**src/rtl/uart_tx_arbiter_if.sv**
```systemverilog
// Handshake bundle between the two byte requesters, the TX instance and uart_tx_arbiter.
// The master side drives the requests and TX busy; the slave side is the arbiter itself.
interface uart_tx_arbiter_if #(
    parameter int DEPTH = 4
) ();
    localparam int LW = $clog2(DEPTH) + 1;

    logic [7:0]    a_data;
    logic          a_valid;
    logic          a_ready;
    logic [7:0]    b_data;
    logic          b_valid;
    logic          b_ready;
    logic          prio_a;
    logic          tx_busy;
    logic          tx_write_en;
    logic [7:0]    tx_data;
    logic [LW-1:0] a_level;
    logic [LW-1:0] b_level;
    logic          last_grant;
    logic          busy_timeout;
    logic          idle;

    modport master (
        output a_data, a_valid, b_data, b_valid, prio_a, tx_busy,
        input  a_ready, b_ready, tx_write_en, tx_data, a_level, b_level,
               last_grant, busy_timeout, idle
    );

    modport slave (
        input  a_data, a_valid, b_data, b_valid, prio_a, tx_busy,
        output a_ready, b_ready, tx_write_en, tx_data, a_level, b_level,
               last_grant, busy_timeout, idle
    );
endinterface

```
**src/rtl/uart_tx_arbiter.sv**
```systemverilog
// Shares one UART transmitter between an RX echo source (A) and a status source (B).
// Each source has a small FIFO; the FSM issues one byte at a time and watches TX busy.
module uart_tx_arbiter #(
    parameter int DEPTH     = 4,
    parameter int BUSY_WAIT = 4
) (
    input  logic             clk,
    input  logic             rst,
    uart_tx_arbiter_if.slave bus
);
    localparam int PW = $clog2(DEPTH);
    localparam int LW = PW + 1;
    localparam int CW = $clog2(BUSY_WAIT + 1);

    localparam logic [LW-1:0] LVL_FULL = LW'(DEPTH);
    localparam logic [LW-1:0] LVL_ONE  = LW'(1);
    localparam logic [LW-1:0] LVL_ZERO = LW'(0);
    localparam logic [PW-1:0] PTR_ONE  = PW'(1);
    localparam logic [PW-1:0] PTR_ZERO = PW'(0);
    localparam logic [CW-1:0] CNT_ONE  = CW'(1);
    localparam logic [CW-1:0] CNT_ZERO = CW'(0);
    localparam logic [CW-1:0] CNT_LAST = CW'(BUSY_WAIT - 1);

    typedef enum logic [1:0] {
        ST_IDLE    = 2'd0,
        ST_WAIT_HI = 2'd1,
        ST_WAIT_LO = 2'd2
    } state_e;

    state_e        state_q, state_d;
    logic [CW-1:0] wait_cnt_q, wait_cnt_d;
    logic          timeout_q, timeout_d;
    logic          last_grant_q, last_grant_d;
    logic          write_en_q, write_en_d;
    logic [7:0]    tx_data_q, tx_data_d;

    logic [7:0]    mem_q   [2][DEPTH];
    logic [PW-1:0] wptr_q  [2];
    logic [PW-1:0] rptr_q  [2];
    logic [LW-1:0] level_q [2];
    logic [LW-1:0] level_d [2];

    logic [7:0]    in_data_s [2];
    logic [7:0]    head_s    [2];
    logic [1:0]    in_valid_s;
    logic [1:0]    ready_s;
    logic [1:0]    push_s;
    logic [1:0]    pop_s;
    logic [1:0]    nonempty_s;
    logic          grant_s;

    // Index 0 is port A, index 1 is port B everywhere below.
    assign in_data_s[0]  = bus.a_data;
    assign in_data_s[1]  = bus.b_data;
    assign in_valid_s[0] = bus.a_valid;
    assign in_valid_s[1] = bus.b_valid;

    for (genvar p = 0; p < 2; p++) begin : g_port
        assign ready_s[p]    = (level_q[p] != LVL_FULL);
        assign push_s[p]     = in_valid_s[p] & ready_s[p];
        assign nonempty_s[p] = (level_q[p] != LVL_ZERO);
        assign head_s[p]     = mem_q[p][rptr_q[p]];
    end

    // Occupancy next state; a simultaneous push and pop leaves the count unchanged.
    always_comb begin
        for (int p = 0; p < 2; p++) begin
            case ({push_s[p], pop_s[p]})
                2'b10:   level_d[p] = level_q[p] + LVL_ONE;
                2'b01:   level_d[p] = level_q[p] - LVL_ONE;
                default: level_d[p] = level_q[p];
            endcase
        end
    end

    // FIFO storage, pointers and occupancy for both ports.
    always_ff @(posedge clk or negedge rst) begin
        if (!rst) begin
            for (int p = 0; p < 2; p++) begin
                for (int i = 0; i < DEPTH; i++) begin
                    mem_q[p][i] <= 8'h00;
                end
                wptr_q[p]  <= PTR_ZERO;
                rptr_q[p]  <= PTR_ZERO;
                level_q[p] <= LVL_ZERO;
            end
        end else begin
            for (int p = 0; p < 2; p++) begin
                if (push_s[p]) begin
                    mem_q[p][wptr_q[p]] <= in_data_s[p];
                    wptr_q[p]           <= wptr_q[p] + PTR_ONE;
                end
                if (pop_s[p]) begin
                    rptr_q[p] <= rptr_q[p] + PTR_ONE;
                end
                level_q[p] <= level_d[p];
            end
        end
    end

    // Grant select: strict priority favours A, round robin alternates away from the last winner.
    always_comb begin
        if (nonempty_s[0] && nonempty_s[1]) begin
            grant_s = bus.prio_a ? 1'b0 : ~last_grant_q;
        end else begin
            grant_s = nonempty_s[1];
        end
    end

    // Issue/wait sequencing: one byte in flight, busy must rise within BUSY_WAIT cycles.
    always_comb begin
        state_d      = state_q;
        wait_cnt_d   = wait_cnt_q;
        timeout_d    = timeout_q;
        last_grant_d = last_grant_q;
        tx_data_d    = tx_data_q;
        write_en_d   = 1'b0;
        pop_s        = 2'b00;
        case (state_q)
            ST_IDLE: begin
                if (!bus.tx_busy && (nonempty_s != 2'b00)) begin
                    pop_s[grant_s] = 1'b1;
                    tx_data_d      = head_s[grant_s];
                    write_en_d     = 1'b1;
                    last_grant_d   = grant_s;
                    wait_cnt_d     = CNT_ZERO;
                    state_d        = ST_WAIT_HI;
                end else begin
                    state_d = ST_IDLE;
                end
            end
            ST_WAIT_HI: begin
                if (bus.tx_busy) begin
                    wait_cnt_d = CNT_ZERO;
                    state_d    = ST_WAIT_LO;
                end else if (wait_cnt_q == CNT_LAST) begin
                    wait_cnt_d = CNT_ZERO;
                    timeout_d  = 1'b1;
                    state_d    = ST_IDLE;
                end else begin
                    wait_cnt_d = wait_cnt_q + CNT_ONE;
                end
            end
            ST_WAIT_LO: begin
                if (!bus.tx_busy) begin
                    state_d = ST_IDLE;
                end else begin
                    state_d = ST_WAIT_LO;
                end
            end
            default: begin
                state_d = ST_IDLE;
            end
        endcase
    end

    // Control state and registered TX-side outputs.
    always_ff @(posedge clk or negedge rst) begin
        if (!rst) begin
            state_q      <= ST_IDLE;
            wait_cnt_q   <= CNT_ZERO;
            timeout_q    <= 1'b0;
            last_grant_q <= 1'b1;
            write_en_q   <= 1'b0;
            tx_data_q    <= 8'h00;
        end else begin
            state_q      <= state_d;
            wait_cnt_q   <= wait_cnt_d;
            timeout_q    <= timeout_d;
            last_grant_q <= last_grant_d;
            write_en_q   <= write_en_d;
            tx_data_q    <= tx_data_d;
        end
    end

    assign bus.a_ready      = ready_s[0];
    assign bus.b_ready      = ready_s[1];
    assign bus.a_level      = level_q[0];
    assign bus.b_level      = level_q[1];
    assign bus.tx_write_en  = write_en_q;
    assign bus.tx_data      = tx_data_q;
    assign bus.last_grant   = last_grant_q;
    assign bus.busy_timeout = timeout_q;
    assign bus.idle         = (state_q == ST_IDLE) && (nonempty_s == 2'b00);
endmodule
```
**src/flat_wrapper.sv**
```systemverilog
// flat-port wrapper written by rule: the top's interface ports become plain ports
module uart_tx_arbiter_flat 
#(
    parameter int DEPTH     = 4,
    parameter int BUSY_WAIT = 4
)
  (clk, rst, bus_a_data, bus_a_valid, bus_b_data, bus_b_valid, bus_prio_a, bus_tx_busy, bus_a_ready, bus_b_ready, bus_tx_write_en, bus_tx_data, bus_a_level, bus_b_level, bus_last_grant, bus_busy_timeout, bus_idle);
  uart_tx_arbiter_if #(.DEPTH(DEPTH)) bus_i ();
  input  logic clk;
  input  logic rst;
  input wire logic [$bits(bus_i.a_data)-1:0] bus_a_data;
  input wire logic [$bits(bus_i.a_valid)-1:0] bus_a_valid;
  input wire logic [$bits(bus_i.b_data)-1:0] bus_b_data;
  input wire logic [$bits(bus_i.b_valid)-1:0] bus_b_valid;
  input wire logic [$bits(bus_i.prio_a)-1:0] bus_prio_a;
  input wire logic [$bits(bus_i.tx_busy)-1:0] bus_tx_busy;
  output wire logic [$bits(bus_i.a_ready)-1:0] bus_a_ready;
  output wire logic [$bits(bus_i.b_ready)-1:0] bus_b_ready;
  output wire logic [$bits(bus_i.tx_write_en)-1:0] bus_tx_write_en;
  output wire logic [$bits(bus_i.tx_data)-1:0] bus_tx_data;
  output wire logic [$bits(bus_i.a_level)-1:0] bus_a_level;
  output wire logic [$bits(bus_i.b_level)-1:0] bus_b_level;
  output wire logic [$bits(bus_i.last_grant)-1:0] bus_last_grant;
  output wire logic [$bits(bus_i.busy_timeout)-1:0] bus_busy_timeout;
  output wire logic [$bits(bus_i.idle)-1:0] bus_idle;
  assign bus_i.a_data = bus_a_data;
  assign bus_i.a_valid = bus_a_valid;
  assign bus_i.b_data = bus_b_data;
  assign bus_i.b_valid = bus_b_valid;
  assign bus_i.prio_a = bus_prio_a;
  assign bus_i.tx_busy = bus_tx_busy;
  assign bus_a_ready = bus_i.a_ready;
  assign bus_b_ready = bus_i.b_ready;
  assign bus_tx_write_en = bus_i.tx_write_en;
  assign bus_tx_data = bus_i.tx_data;
  assign bus_a_level = bus_i.a_level;
  assign bus_b_level = bus_i.b_level;
  assign bus_last_grant = bus_i.last_grant;
  assign bus_busy_timeout = bus_i.busy_timeout;
  assign bus_idle = bus_i.idle;
  uart_tx_arbiter #(.DEPTH(DEPTH), .BUSY_WAIT(BUSY_WAIT)) u_core (.clk(clk), .rst(rst), .bus(bus_i));
endmodule
```
**config.mk**
```make
export PLATFORM = sky130hd
export DESIGN_NAME = uart_tx_arbiter_flat
export DESIGN_NICKNAME = d
export VERILOG_FILES = /design/src/rtl/uart_tx_arbiter_if.sv /design/src/rtl/uart_tx_arbiter.sv /design/src/flat_wrapper.sv
export SDC_FILE = /design/constraint.sdc
export NUM_CORES = 1
export LEC_CHECK = 0
export CELL_PAD_IN_SITES_DETAIL_PLACEMENT = 1
export CELL_PAD_IN_SITES_GLOBAL_PLACEMENT = 2
export CORE_ASPECT_RATIO = 2
export CORE_MARGIN = 4
export CORE_UTILIZATION = 44
export DETAILED_ROUTE_END_ITERATION = 7
export GPL_TIMING_DRIVEN = 0
export PLACE_DENSITY = 0.82
export SLEW_MARGIN = 20
export SYNTH_ARGS = -nofsm -noshare
export SYNTH_HDL_FRONTEND = slang
export SYNTH_SLANG_ARGS = --single-unit
export TNS_END_PERCENT = 5
```
**constraint.sdc**
```tcl
create_clock -name clk -period 3.8 [get_ports clk]
set_input_delay 0.57 -clock clk [delete_from_list [all_inputs] [get_ports clk]]
set_output_delay 0.57 -clock clk [all_outputs]
set_load 0.02 [all_outputs]
```
Word level (Yosys, flattened, before mapping)

Cells that the tools add are included.

Flip-flop bits (word level): 94
Bits of input ports: 22
Output and inout port bits: 20
Word-level logic and storage cells: 110

Add/subtract/negate cells: 9
Order comparisons: 9
Eq/ne operators: 11
Mux-type cells: 34
Bitwise gates (word level): 9
Reductions and logical operators: 18

Operators by type and width:

| cell                  | number |
|---|---|
| $mux W8               | 9 |
| $bwmux W32            | 2 |
| $bmux W8 S2           | 2 |
| $demux W8 S2          | 2 |
| $pmux W3 S2           | 3 |
| $ge A3 B3 Y1 const B  | 4 |
| $not A2 Y3            | 4 |
| $mux W2               | 5 |
| $add A3 B1 Y3 const B | 3 |
| $mux W3               | 3 |
| $add A2 B1 Y2 const B | 4 |
| $reduce_bool A2 Y1    | 4 |
| $eq A2 B1 Y1 const B  | 3 |
| $eq A2 B2 Y1 const B  | 3 |
| $logic_and A1 B1 Y1   | 6 |
| $lt A3 B1 Y1 const B  | 2 |
| $mux W1               | 6 |
| $ne A3 B3 Y1 const B  | 2 |
| $pmux W2 S3           | 1 |
| $reduce_bool A3 Y1    | 2 |
| $sub A3 B1 Y3 const B | 2 |
| $logic_not A2 Y1      | 2 |
| $reduce_and A2 Y1     | 2 |
| $eq A3 B2 Y1 const B  | 1 |
| 11 further kinds      | 13 |

Depth between registers and ports, before layout

Gate-level depths: netlist of the first run.

Depth after elaboration: 11
Depth in mapped cells: 11
Gate-level depth less buffers: 10

Worst setup path after synthesis of the first run

No wires, ideal clock.

Kind: reg2reg
Start: register u_core.level_q, in the netlist u_core.bus.b_level[1]
End: register u_core.level_q, in the netlist u_core.bus.a_level[1]
Setup time: 125 ps
Arrival: 2283 ps
Data required time: 3675 ps
Slack: 1392 ps
Stages on the path, launching flop included: 7
Buffers on the path: 1
Clock period less this slack: 2408 ps
Cell sequence: dfrtp_1 > or3_4 > a211oi_1 > buf_4 > ha_1 > fa_1 > mux2_2

RTL lines:

| item                              | RTL line              | source |
|---|---|---|
| from (decl)                       | uart_tx_arbiter.sv:40 | `logic [LW-1:0] level_q [2];` |
| from (signal, indexed assignment) | uart_tx_arbiter.sv:96 | `level_q[p] <= level_d[p];` |

Worst setup path after layout of the first run

Start: register u_core.state_q[0]
End: register u_core.level_q, in the netlist u_core.bus.b_level[2]

Word-level cells in the longest chain between the ends: 4
Elaborated cells on any way between the ends: 6
Those cells by class: eq/ne: 2; mux: 2; reduce/logical: 2

Ends and longest elaborated chain:

| item                                                     | RTL line               | source |
|---|---|---|
| from (decl)                                              | uart_tx_arbiter.sv:30  | `state_e state_q, state_d;` |
| from (signal assigned)                                   | uart_tx_arbiter.sv:167 | `state_q <= state_d;` |
| $logic_not A2 Y1 (*)                                     | uart_tx_arbiter.sv:119 | `case (state_q)` |
| $mux W2 (*)                                              | uart_tx_arbiter.sv:119 |  |
| net u_core.pop_s[1]                                      | uart_tx_arbiter.sv:48  | `logic [1:0] pop_s;` |
| $eq A2 B1 Y1 / $eq A2 B2 Y1 (equally long branches)      | uart_tx_arbiter.sv:68  | `case ({push_s[p], pop_s[p]})` |
| $pmux W3 S2 / $reduce_bool A2 Y1 (equally long branches) | n/a                    |  |

The timed path passes the listed nets; every way through them passes the cells marked *.
A chain may end at the register's enable or synchronous reset.

==> metrics.yaml, run 1 <==
r2r-start: "u_core.state_q[0]"
placedCellCount: 474
final_max_slew_viol_count: 0
rsz0062_at_grt: "false"
ys.warnings.count: 0
firstDrtPassIters: 4
grt_pass1_wl_um: 15300
fin_area_um2: 5250
p_per_area_nw_per_um2: 905
die_y_um: 148
synth_seq_cells: 94
overflow: 0
max_clock_freq_mhz: 366
syn_avg_cell_area_um2: 14.3
hold_viol_final: 0
wirelength_um: 9160
max_stage_delay_ns: 0.42
pwr-share-comb_pct: 40.7
fin_cells: 489
portBuffers: 41
cts_root_buf: "clkbuf_16"
insertion_delay_ns: 0.34
die_width_um: 78.0
fin_util_pct: 55.6
cpMaxStageDelayCell: "dfrtp_1"
cts_sinks: 94
slew_headroom_pct: 58.3
diodes: 0
hold_buffers: 0
p_clk_share_pct: 21.3
num_vias: 2535
grt_pass1_vias: 2917
leakagePower_nw: 2.30
drt_iter0_drc: 76
place_area_um2: 4920
yosys.area.top_type: "dfrtp_1"
dieArea_um2: 11500
cap_violations: 0
intPower_mw: 3.21
seq_area_frac_synth_pct: 54.6
final_common_cell: "dfrtp_1"
finalCritPeriodShare_pct: 71.8
place_hpwl_um: 6500
h-tree-depth: 3
arrival_ns: 2.99
drt-wirelength-per-cell_um: 18.7
synth_ff_type: "dfrtp_1"
area_growth_pct: 21.8
finClkSkew_ns: 0.00655
finalSetupViolations: 0
fp-row-count: 50
fillers: 918
fin_nets: 393
p_sw_share_pct: 32.5
outcome: "completed"
critPathCaptureType: "flop"
clkSlewWorstSetupHoldPaths_ns: 0.06
synth_top_cell_area_share_pct: 53.9
path_class: "reg2reg"
ir_drop_uv: 443
synthesis.area_um2: 4310
ys_types: 32
pre_cts_ws_ns: 0.797
grt_max_degree: 69
cts-resized-gates: 0
critPathRequiredTime_ns: 4.06
drive_gt1_share_pct: 32.6
drc: 0
viasPerCell: 5.18
ios: 42
worst_pin_slew_ns: 0.625
cts_tree: "done"
path_max_fanout: 10
routabilityCongestion: 0.717
crit_start: "u_core.state_q[0]"
synthCells: 302
core_um2: 9450
layout_common_cells: "dfrtp_1 (93), mux2_2 (65), clkdlybuf4s50_1 (40)"
switching_power_mw: 1.55
clockBufferDepth: 2
min_path_type: "in2async"
pwr-share-seq_pct: 38.0
synthTopCellsByArea: "dfrtp_1 (54%), mux2_2 (17%), mux4_2 (8.4%), ha_1 (4.1%), nand2_1 (2.3%)"
total_power_mw: 4.76
ys_async_sr_fraction_pct: 100
cp-start-kind: "flop"
post_cts_buffers: 0
synth_edf_count: 0
synth_nets: 340
layout_setup_ws_ns: 1.07
grt.total_usage_pct: 17.4
critical_path.cell_chain: "inv_1 -> ha_1 -> nor2b_1 -> o211a_1 -> buf_2 -> ha_1 -> inv_1 -> fa_1 -> xor2_1 -> nor2_1 -> xor2_1"
initial_core_util_pct: 45.7
min_period_ns: 2.73
antenna_found_initial: 0
numCtsBuffers: 9
detail-route-antenna-nets: 0
[layer usage]
layer | share of wire (%) | wire length (µm) | global-route usage, %
met1 | 39 | 3580 | 19.5
met2 | 56 | 5160 | 32.2
met3 | 2.7 | 252 | 2.93
met4 | 1.9 | 174 | 6.65
met5 | 0 | 0 | 0
[layout make-up]
type	instances	area, µm²	area share (%)
well taps	130	163	3.10
clock inverters	4	95.1	1.81
plain buffers	7	35.0	0.667
repair buffers	42	439	8.36
inverters	16	60.1	1.14
multi-input cells	185	1870	35.5
clock buffers	11	243	4.62
flip-flops and latches	94	2350	44.8
[flip-flops by register name (all words and copies together) (netlist names)]
name                     count
u_core.state_q               2
u_core.bus.a_level           3
u_core.wptr_q                4
u_core.bus.busy_timeout      1
u_core.bus.last_grant        1
u_core.rptr_q                4
u_core.bus.b_level           3
u_core.bus.tx_data           8
u_core.wait_cnt_q            3
u_core.bus.tx_write_en       1
u_core.mem_q                64
[worst max-delay path: cells and delay by family (launching register included)]
family          cells  cell delay, ns
fa+ha+maj           3            0.87
simple gates        2            0.43
flops               1            0.42
buf+inv             3            0.41
xor+xnor            2            0.31
compound gates      1            0.22
[cells in the mapped netlist (3+ instances only)]
master and number:
xor2_1 5, nand2_1 27, mux4_2 16, xnor2_1 7, buf_2 4, dfrtp_1 93
a22oi_1 8, nand2_2 8, mux2_2 65, inv_1 16, a21boi_2 3, nor2_1 6
ha_1 14, nor2b_1 3, o21ai_0 6
[final timing paths]
check / end / slack [ns] / depth (start not counted)
max in group asynchronous: u_core.bus.last_grant / 3.05 / 2
worst max-delay path: u_core.bus.b_level[2] / 1.07 / 11
worst min register to register: u_core.bus.tx_data[3] / 0.47 / 2
worst max register to register: u_core.bus.b_level[2] / 1.07 / 11
worst min-delay path: u_core.wait_cnt_q[1] / 0.1 / 1
min in group clk: u_core.bus.tx_data[3] / 0.47 / 2
[kinds of logic after synthesis]
logic type,Yosys count,share of synthesized area (%)
buffers and inverters,23,2.20
AO/OA/AOI/OAI,24,4.61
adder cells (fa/ha/maj),16,4.99
multiplexers,83,25.8
AND/OR/NAND/NOR,50,5.39
flip-flops,94,54.6
XOR/XNOR,12,2.44
[power by group through the flow]
stage          registers, mW  clock network, mW  logic, mW
2_1_floorplan           1.83                  0       1.31
5_1_grt                 1.87               1.09       2.11
6_report                1.81               1.01       1.94
3_5_place_dp            1.83                  0       1.97
4_1_cts                 1.82               1.04       1.98
3_3_place_gp            1.79                  0       1.90
[per-stage QoR]
stage | setup TNS [ns] | hold WS, ns
CTS | 0 | 0.0938
floorplan | 0 | 0.274
detailed placement | 0 | 0.455
finish | 0 | 0.0954
global route | 0 | 0.109
global placement | -122.95 | 0.453
Power figures use the tool's default switching activity.
==> inputs of run 2 (changes only) <==
--- a/config.mk
+++ b/config.mk
@@ -9,10 +9,10 @@
 export CELL_PAD_IN_SITES_GLOBAL_PLACEMENT = 2
 export CORE_ASPECT_RATIO = 2
 export CORE_MARGIN = 4
-export CORE_UTILIZATION = 44
+export CORE_UTILIZATION = 40
 export DETAILED_ROUTE_END_ITERATION = 7
 export GPL_TIMING_DRIVEN = 0
-export PLACE_DENSITY = 0.82
+export PLACE_DENSITY = 0.75
 export SLEW_MARGIN = 20
 export SYNTH_ARGS = -nofsm -noshare
 export SYNTH_HDL_FRONTEND = slang
==> constraint.sdc (replaced) <==
create_clock -name clk -period 2.65 [get_ports clk]
set_input_delay 0.3975 -clock clk [delete_from_list [all_inputs] [get_ports clk]]
set_output_delay 0.3975 -clock clk [all_outputs]
set_load 0.02 [all_outputs]
==> run 2 against run 1 <==
  * Via count rose by 1.7%
  * Clock skew increased by 0.0012 ns
  * Sequential power up 44%
  * Highest routed layer unchanged
  * First-iteration DRC count grew 28%
  * Largest cell class unchanged
==> metrics.yaml, run 2 (synthesized netlist as in run 1, its figures left out) <==
outcome: "completed"
fin_nets: 394  # +0.25%
worst_pin_slew_ns: 0.650  # +0.0251 ns
cts_tree: "done"
diodes: 0  # unchanged
detail-route-antenna-nets: 0  # unchanged
drc: 0  # unchanged
worstReg2RegEnd: "u_core.bus.a_level[1]"
overflow: 0  # unchanged
dieArea_um2: 12600  # +9.2%
final_common_cell: "dfrtp_1"
hold_path_end: "u_core.bus.tx_data[4]"
p_sw_share_pct: 33.0  # +0.43 points
finalSetupViolations: 0  # unchanged
pwr-share-comb_pct: 41.3  # +0.6 points
routabilityCongestion: 0.694  # -3.2%
final_max_slew_viol_count: 0  # unchanged
min_path_type: "reg2reg"
drt_iter0_drc: 97  # +28%
cts_sinks: 94  # unchanged
cts_root_buf: "clkbuf_16"
num_vias: 2577  # +1.7%
r2r-start: "u_core.bus.b_level[1]"
p_per_area_nw_per_um2: 1280  # +41%
finClkSkew_ns: 0.00774  # +0.00118 ns
top_register: "u_core.mem_q"
intPower_mw: 4.52  # +41%
initial_core_util_pct: 40.9  # -4.8 points
portBuffers: 41  # unchanged
max_clock_freq_mhz: 400
place_area_um2: 4920  # +0.18%
grt.total_usage_pct: 16.6  # -0.78 points
drt-wirelength-per-cell_um: 18.7  # -0.39%
min_from: "u_core.bus.tx_data[4]"
fin_area_um2: 5280  # +0.45%
ir_drop_uv: 734  # +66%
die_y_um: 155  # +4.6%
viasPerCell: 5.17  # -0.18%
cp-start-kind: "flop"
path_max_fanout: 5  # -5
hold_viol_final: 0  # unchanged
grt_max_degree: 56  # -19%
layout_common_cells: "dfrtp_1 (93), mux2_2 (65), clkdlybuf4s50_1 (40)"
finalSetupTns_ns: 0  # unchanged
clkSlewWorstSetupHoldPaths_ns: 0.06  # about the same
p_clk_share_pct: 20.2  # -1.1 points
slew_headroom_pct: 56.6  # -1.7 points
grt_pass1_wl_um: 15500  # +1.5%
largest_reg_flops: 64  # unchanged
insertion_delay_ns: 0.34  # about the same
finalCritPeriodShare_pct: 94.3
grt_util_met2_pct: 29.8  # -2.4 points
total_power_mw: 6.75  # +42%
grt_pass1_vias: 2902  # -0.51%
h-tree-depth: 3  # unchanged
cap_violations: 0  # unchanged
min_period_ns: 2.50
leakagePower_nw: 2.30  # +0.12%
numCtsBuffers: 9  # unchanged
place_hpwl_um: 6570  # +1.0%
grt.busiest_layer: "met2"
grt_use_met1_pct: 19.0  # -0.50 points
die_width_um: 81.4  # +4.4%
ff2ff_setup_slack_ns: 0.18  # -0.89 ns
drive_gt1_share_pct: 33.5  # +0.93 points
path_class: "reg2out"
switching_power_mw: 2.23  # +44%
fp-row-count: 53  # +6.0%
clockBufferDepth: 2  # unchanged
fin_util_pct: 50.1  # -5.6 points
core_um2: 10500  # +12%
pwr-share-seq_pct: 38.4  # +0.4 points
antenna_found_initial: 0  # unchanged
ios: 42  # unchanged
area_growth_pct: 22.3
wirelength_um: 9300  # +1.4%
grt_use_met3_pct: 2.43  # -0.49 points
hold_path_depth: 2
firstDrtPassIters: 4  # unchanged
worst-r2r-cell-count: 6  # -5
critPathCaptureType: "output pin"
critPathRequiredTime_ns: 2.25  # -1.81 ns
arrival_ns: 2.10  # -0.89 ns
==> run 2: final cells by class <==
class | count | area (µm²)
plain buffers | 7 | 41.3
clock buffers | 12 | 246
flip-flops and latches | 94 | 2350
well taps | 137 | 171
multi-input cells | 185 | 1890
fillers | 1040 | 5270
inverters | 16 | 60.1
repair buffers | 43 | 449
clock inverters | 4 | 70.1
==> run 2: layer usage <==
layer	wire [µm]	part of all wire, %
met1	3630	39
met2	5230	56
met3	234	2.5
met4	196	2.1
met5	0	0
==> run 2: metrics by stage <==
step | setup WS, ns | cells | hold WS (ns)
4_1_cts | 0.00106 | 498 | 0.474
2_1_floorplan | 0.242 | 302 | 0.102
3_5_place_dp | -0.201 | 481 | 0.340
6_report | 0.151 | 498 | 0.471
3_3_place_gp | -2.34 | 480 | 0.457
5_1_grt | -0.00221 | 498 | 0.504
==> run 2: how the worst max path moves through the flow <==
stage	start	endpoint	depth (start not counted)
after detailed placement	bus_tx_busy	u_core.bus.b_level[2]	10
after global placement	rst	u_core.mem_q[40]	1
after floorplan	u_core.bus.b_level[1]	u_core.bus.a_level[1]	6
after global routing	u_core.state_q[1]	u_core.bus.b_level[2]	11
after CTS	u_core.bus.b_level[1]	u_core.bus.a_level[1]	6
final	u_core.bus.b_level[1]	bus_idle	4
==> run 2: timing repair <==
action / 4_1_cts / 5_1_grt
setup endpoints to repair: 1 / 3
resized for setup: 1 / 7
hold buffers: 1 / 0
setup buffers: 0 / 0
endpoints found under the hold margin: 39 / 0
==> run 2: worst max-delay path, cell delays in order (launching register included) <==
cell and delay, ns:
dfrtp_1 0.43, or3_4 0.45, nor2b_1 0.15, and2_1 0.14, clkdlybuf4s50_1 0.60
==> run 2: power by group through the flow <==
stage	sequential, mW	combinational [mW]	clock, mW
final	2.60	2.79	1.37
after global routing	2.69	3.07	1.47
after CTS	2.60	2.84	1.41
after detailed placement	2.62	2.82	0
after global placement	2.57	2.75	0
after floorplan	2.62	1.87	0
